## config.mk

```make
export PLATFORM = sky130hd
export DESIGN_NAME = mem_port_arbiter
export DESIGN_NICKNAME = d
export VERILOG_FILES = /design/src/rtl/mem_arb_pkg.sv /design/src/rtl/arb_starve_ctr.sv /design/src/rtl/mem_port_arbiter.sv
export SDC_FILE = /design/constraint.sdc
export NUM_CORES = 1
export LEC_CHECK = 0
export ABC_AREA = 1
export CAP_MARGIN = 20
export CORE_AREA = 5 5 143 145
export DETAILED_ROUTE_END_ITERATION = 10
export DIE_AREA = 0 0 148 150
export GPL_ROUTABILITY_DRIVEN = 0
export PLACE_DENSITY = 0.67
export SLEW_MARGIN = 0
export SYNTH_ARGS = -nofsm -noshare
export SYNTH_HDL_FRONTEND = slang
export SYNTH_SLANG_ARGS = --single-unit
```

## constraint.sdc

```tcl
create_clock -name clk -period 1.9 [get_ports clk]
set_input_delay 0.57 -clock clk [delete_from_list [all_inputs] [get_ports clk]]
set_output_delay 0.57 -clock clk [all_outputs]
set_load 0.03 [all_outputs]
```

## src/rtl/mem_arb_pkg.sv

```systemverilog
// Shared types for the IF/DM memory port arbiter: FSM states and owner encoding.
package mem_arb_pkg;

  // Bus widths track the core's instruction/data word definitions.
  localparam int DEF_ADDR_W = 32;
  localparam int DEF_DATA_W = 32;

  localparam logic OWN_IF = 1'b0;
  localparam logic OWN_DM = 1'b1;

  typedef enum logic [1:0] {
    IDLE  = 2'd0,
    ISSUE = 2'd1,
    WAIT  = 2'd2,
    RESP  = 2'd3
  } arb_state_e;

endpackage

```

## src/rtl/arb_starve_ctr.sv

```systemverilog
// Saturating counter of IF requests passed over in favour of DM; sat_o forces an IF grant.
module arb_starve_ctr #(
  parameter int MAX = 4
) (
  input  logic clk,
  input  logic rst_n,
  input  logic inc_i,
  input  logic clr_i,
  output logic sat_o
);

  localparam int W = $clog2(MAX + 1);

  logic [W-1:0] cnt_q;

  always_ff @(posedge clk or negedge rst_n) begin
    if (!rst_n) begin
      cnt_q <= '0;
    end else if (clr_i) begin
      cnt_q <= '0;
    end else if (inc_i && (cnt_q != W'(MAX))) begin
      cnt_q <= cnt_q + W'(1);
    end
  end

  assign sat_o = (cnt_q == W'(MAX));

endmodule

```

## src/rtl/mem_port_arbiter.sv

```systemverilog
// Shares one single-port memory between fetch (IF) and load/store (DM), one access in flight,
// DM priority with an IF starvation guard, fixed memory read latency.
module mem_port_arbiter
  import mem_arb_pkg::*;
#(
  parameter int ADDR_W     = DEF_ADDR_W,
  parameter int DATA_W     = DEF_DATA_W,
  parameter int MEM_LAT    = 2,
  parameter int STARVE_MAX = 4
) (
  input  logic              clk,
  input  logic              rst_n,
  input  logic              if_req_valid,
  input  logic [ADDR_W-1:0] if_req_addr,
  output logic              if_req_ready,
  output logic              if_rsp_valid,
  output logic [DATA_W-1:0] if_rsp_data,
  input  logic              dm_req_valid,
  input  logic              dm_req_we,
  input  logic [ADDR_W-1:0] dm_req_addr,
  input  logic [DATA_W-1:0] dm_req_wdata,
  output logic              dm_req_ready,
  output logic              dm_rsp_valid,
  output logic [DATA_W-1:0] dm_rsp_data,
  output logic              mem_en,
  output logic              mem_we,
  output logic [ADDR_W-1:0] mem_addr,
  output logic [DATA_W-1:0] mem_wdata,
  input  logic [DATA_W-1:0] mem_rdata,
  output logic              busy,
  output logic [1:0]        dbg_state
);

  if (MEM_LAT < 1 || MEM_LAT > 15) begin : g_bad_mem_lat
    $error("mem_port_arbiter: MEM_LAT must be in 1..15");
  end
  if (STARVE_MAX < 1) begin : g_bad_starve_max
    $error("mem_port_arbiter: STARVE_MAX must be >= 1");
  end

  arb_state_e        state_q;
  logic              owner_q;
  logic              we_q;
  logic [3:0]        lat_cnt_q;
  logic              mem_en_q, mem_we_q;
  logic [ADDR_W-1:0] mem_addr_q;
  logic [DATA_W-1:0] mem_wdata_q;
  logic              if_rsp_valid_q, dm_rsp_valid_q;
  logic [DATA_W-1:0] if_rsp_data_q, dm_rsp_data_q;

  // Handshake: a request transfers in the cycle where valid and ready are both 1. Ready is
  // combinational, only asserted in IDLE and only to the arbitration winner; requesters hold
  // valid and payload until ready, and may drop valid before ready without effect.
  logic starve_sat, idle, if_win, dm_win, if_grant, dm_grant;

  assign idle         = rst_n && (state_q == IDLE);
  assign if_win       = if_req_valid && (starve_sat || !dm_req_valid);
  assign dm_win       = dm_req_valid && !if_win;
  assign if_req_ready = idle && if_win;
  assign dm_req_ready = idle && dm_win;
  assign if_grant     = if_req_valid && if_req_ready;
  assign dm_grant     = dm_req_valid && dm_req_ready;

  arb_starve_ctr #(
    .MAX (STARVE_MAX)
  ) u_starve (
    .clk   (clk),
    .rst_n (rst_n),
    .inc_i (dm_grant && if_req_valid),
    .clr_i (if_grant),
    .sat_o (starve_sat)
  );

  always_ff @(posedge clk or negedge rst_n) begin
    if (!rst_n) begin
      state_q        <= IDLE;
      owner_q        <= OWN_IF;
      we_q           <= 1'b0;
      lat_cnt_q      <= '0;
      mem_en_q       <= 1'b0;
      mem_we_q       <= 1'b0;
      mem_addr_q     <= '0;
      mem_wdata_q    <= '0;
      if_rsp_valid_q <= 1'b0;
      dm_rsp_valid_q <= 1'b0;
      if_rsp_data_q  <= '0;
      dm_rsp_data_q  <= '0;
    end else begin
      if_rsp_valid_q <= 1'b0;
      dm_rsp_valid_q <= 1'b0;
      case (state_q)
        IDLE: begin
          if (if_grant || dm_grant) begin
            owner_q     <= dm_grant ? OWN_DM : OWN_IF;
            we_q        <= dm_grant && dm_req_we;
            mem_en_q    <= 1'b1;
            mem_we_q    <= dm_grant && dm_req_we;
            mem_addr_q  <= dm_grant ? dm_req_addr : if_req_addr;
            mem_wdata_q <= (dm_grant && dm_req_we) ? dm_req_wdata : '0;
            state_q     <= ISSUE;
          end
        end
        ISSUE: begin
          // The memory strobe and its payload are only ever visible for this one cycle.
          mem_en_q    <= 1'b0;
          mem_we_q    <= 1'b0;
          mem_addr_q  <= '0;
          mem_wdata_q <= '0;
          lat_cnt_q   <= 4'(MEM_LAT);
          state_q     <= WAIT;
        end
        WAIT: begin
          lat_cnt_q <= lat_cnt_q - 4'd1;
          if (lat_cnt_q == 4'd1) begin
            if (owner_q == OWN_DM) begin
              dm_rsp_data_q  <= we_q ? '0 : mem_rdata;
              dm_rsp_valid_q <= 1'b1;
            end else begin
              if_rsp_data_q  <= mem_rdata;
              if_rsp_valid_q <= 1'b1;
            end
            state_q <= RESP;
          end
        end
        RESP: begin
          state_q <= IDLE;
        end
        default: begin
          state_q <= IDLE;
        end
      endcase
    end
  end

  assign if_rsp_valid = if_rsp_valid_q;
  assign if_rsp_data  = if_rsp_data_q;
  assign dm_rsp_valid = dm_rsp_valid_q;
  assign dm_rsp_data  = dm_rsp_data_q;
  assign mem_en       = mem_en_q;
  assign mem_we       = mem_we_q;
  assign mem_addr     = mem_addr_q;
  assign mem_wdata    = mem_wdata_q;
  assign busy         = (state_q != IDLE);
  assign dbg_state    = state_q;

endmodule

```

==> impl_metrics.env <==
export IMPL_synthAdderAreaFrac=0.0154
export IMPL_rsz0062_at_grt="yes"
export IMPL_peakVddDrop_v=0.000675
export IMPL_path_clk_slew_ns=0.07
export IMPL_cp_top_family="flip-flops"
export IMPL_whs_ns=0.167
export IMPL_dieArea_sq_um=22200
export IMPL_syn_area_sq_um=6480
export IMPL_area_growth_pct=56.7
export IMPL_dr_wl_met3_um=2350
export IMPL_crit_arrival_ns=1.51
export IMPL_wirelength_um=21100
export IMPL_drive_above_1_share=0.0971
export IMPL_p_total_mw=13.6
export IMPL_synthCells=788
export IMPL_grt_overflow=0
export IMPL_clk_latency_ns=0.42
export IMPL_grt_total_usage=0.188
export IMPL_maxSlewViolCount=0
export IMPL_io_pins=270
export IMPL_setup_slack_ns=-0.180
export IMPL_coreArea_sq_um=19100
export IMPL_holdCritPathClass="in2async"
export IMPL_via_per_inst=4.70
export IMPL_worst_setup_path_start_kind="flop"
export IMPL_violations="negative setup slack"
export IMPL_slowest_stage="dfrtp_2"
export IMPL_clock_skew_ns=0.00902
export IMPL_fillCellCount=1799
export IMPL_max_cap_violations=0
export IMPL_synth_xor_area_frac=0.00135
export IMPL_layout_common_cells="nand2_1 (305), dfrtp_1 (141), dlygate4sd2_1 (132)"
export IMPL_fp_dieH_um=150
export IMPL_combPwrFrac=0.421
export IMPL_fp_dieW_um=148
export IMPL_first_iter_violations=235
export IMPL_path_cells="inv_2 > ha_4 > nand3_4 > nor2_4 > buf_6"
export IMPL_syn_avg_cell_area_sq_um=8.23
export IMPL_worstMarginPinSlew_ns=0.578
export IMPL_clkSinkCount=143
export IMPL_antenna_found_initial=2
export IMPL_fin_crit_ns=2.08
export IMPL_p_leak_nw=5.08
export IMPL_postSynth_asyncResetShare=1.00
export IMPL_htreeDepth=4
export IMPL_nets=1209
export IMPL_crit_fanout=4
export IMPL_cts_buffers=17
export IMPL_hold_viol=0
export IMPL_cts_tree="built"
export IMPL_clockRootBuffer="clkbuf_16"
export IMPL_clkPwrFrac=0.266
export IMPL_synth_top_family_by_area="simple AND/OR/NAND/NOR gates"
export IMPL_synth_compound_area_frac=0.0349
export IMPL_crit_buf_inv=2
export IMPL_synth_top_area_frac=0.552
export IMPL_end_kind="output pin"
export IMPL_pre_cts_ws_ns=-0.248
export IMPL_required_ns=1.33
export IMPL_row_count=51
export IMPL_ant_nets=0
export IMPL_start_util=0.340
export IMPL_synth_nets=929
export IMPL_drc_errors=0
export IMPL_synthMuxAreaShare=0
export IMPL_routed_top_layer="met5"
export IMPL_routed_via_count=6202
export IMPL_numPortBuffers=269
export IMPL_synth_seq_cells=143
export IMPL_wl_met2_um=9640
export IMPL_path_class="reg2out"
export IMPL_synth_area_top_cells="dfrtp_1 (55%), nand2_1 (18%), nand3_1 (8.3%), inv_1 (4.6%), nand4_1 (3.2%)"
export IMPL_crit_path_max_incr_delay_ns=0.41
export IMPL_final_common_cell="nand2_1"
export IMPL_cts_hold_buf=0
export IMPL_final_util=0.532
export IMPL_synthSimpleGateAreaFrac=0.309
export IMPL_setup_viol=4
export IMPL_relSlewSlack=0.615
export IMPL_avgRoutedWirePerCell_um=16.0
export IMPL_dp_hpwl_um=14900
export IMPL_p_per_area_nw_per_um2=1340
export IMPL_ys_types=24
export IMPL_grt_max_degree=105
export IMPL_seqPwrFrac=0.313
export IMPL_synth_edf_count=0
export IMPL_grt_first_pass_wirelength_um=33000
export IMPL_yosys_most_used_dff="dfrtp_1"
export IMPL_switching_share=0.409
export IMPL_min_period_over_period=1.09
export IMPL_p_int_mw=8.07
export IMPL_status="finished with violations"
export IMPL_dr_pass1_iters=5
export IMPL_switchingPower_mw=5.58
export IMPL_ys_warn_count=0
export IMPL_clock_tree_buffer_depth=2
export IMPL_wl_met1_um=8700
export IMPL_fmax_mhz=481
export IMPL_synth_area_leader_cell="dfrtp_1"
export IMPL_grt_pass1_vias=6197
export IMPL_ys_seq_area_frac=0.552
cell families after synthesis:
| family | Yosys count |
|---|---|
| DFF | 143 |
| adders and majority gates | 8 |
| xor gates and xnor gates | 1 |
| AOI/OAI and AO/OA | 44 |
| buffers and inverters | 130 |
| and+or+nand+nor | 462 |
synth_stat cells (3+ instances only):
cell      count
buf_2        14
nor2_1        5
buf_6         5
dfrtp_1     143
o21ai_0      39
nand2_2       3
nor2_4        3
buf_4         6
clkbuf_1     23
nand3_1     107
ha_1          8
nand4_1      33
inv_1        80
nand2_1     306
sequential cells by signal (all words and copies together), names as in the netlist, 2 cells and up:
signal / count
dbg_state: 2
mem_addr: 32
if_rsp_data: 32
dm_rsp_data: 32
mem_wdata: 32
u_starve.cnt_q: 3
lat_cnt_q: 4
cell type report:
cell class                 instances  area [sq um]  area share
timing repair buffer             309          2940       0.289
inverter                          82           313      0.0308
sequential                       143          3580       0.353
multi-input combinational        515          2390       0.235
tap                              238           298      0.0293
antenna                            1          2.50    0.000246
clock inverter                    14           206      0.0203
clock buffer                      18           429      0.0423
power by group through the flow:
stage / Combinational [mW] / Clock (mW) / Sequential (mW)
3_5_place_dp: 6.01 / 0 / 4.33
4_1_cts: 5.73 / 3.72 / 4.27
3_3_place_gp: 5.95 / 0 / 4.31
6_report: 5.74 / 3.64 / 4.27
5_1_grt: 6.22 / 3.85 / 4.37
2_1_floorplan: 2.01 / 0 / 5.68
what timing repair did:
| item | CTS | global route |
|---|---|---|
| setup endpoints to repair | 136 | 3 |
| pin swaps | 2 | 2 |
| buffers inserted | 5 | 3 |
| resized for setup | 153 | 4 |
metrics by stage:
stage | area [sq um] | cells | TNS, ns
after CTS | 10100 | 1316 | -0.461
final | 10200 | 1320 | -0.531
after floorplan | 6490 | 788 | 0
after global routing | 10200 | 1320 | -0.782
after global placement | 9560 | 1279 | -7.64
after detailed placement | 9560 | 1279 | -9.60
path summary, 6_finish.rpt:
check / start / end / slack, ns / cells past startpoint
max in group asynchronous: rst_n / mem_wdata[1] / 1.19 / 2
min reg2reg: mem_wdata[1] / mem_wdata[1] / 0.46 / 2
max: dbg_state[0] / dm_req_ready / -0.18 / 5
min: rst_n / mem_addr[13] / 0.17 / 2
max reg2reg: dbg_state[0] / dm_rsp_data[7] / 0.22 / 8
min in group clk: mem_wdata[1] / mem_wdata[1] / 0.46 / 2
metal layers:
layer | GRT usage | up-vias
met2 | 0.308 | 260
met5 | 0 | -
li1 | - | 3054
met3 | 0.0821 | 29
met1 | 0.224 | 2857
met4 | 0.0628 | 2
No activity file was read; power rests on OpenSTA's default activity.
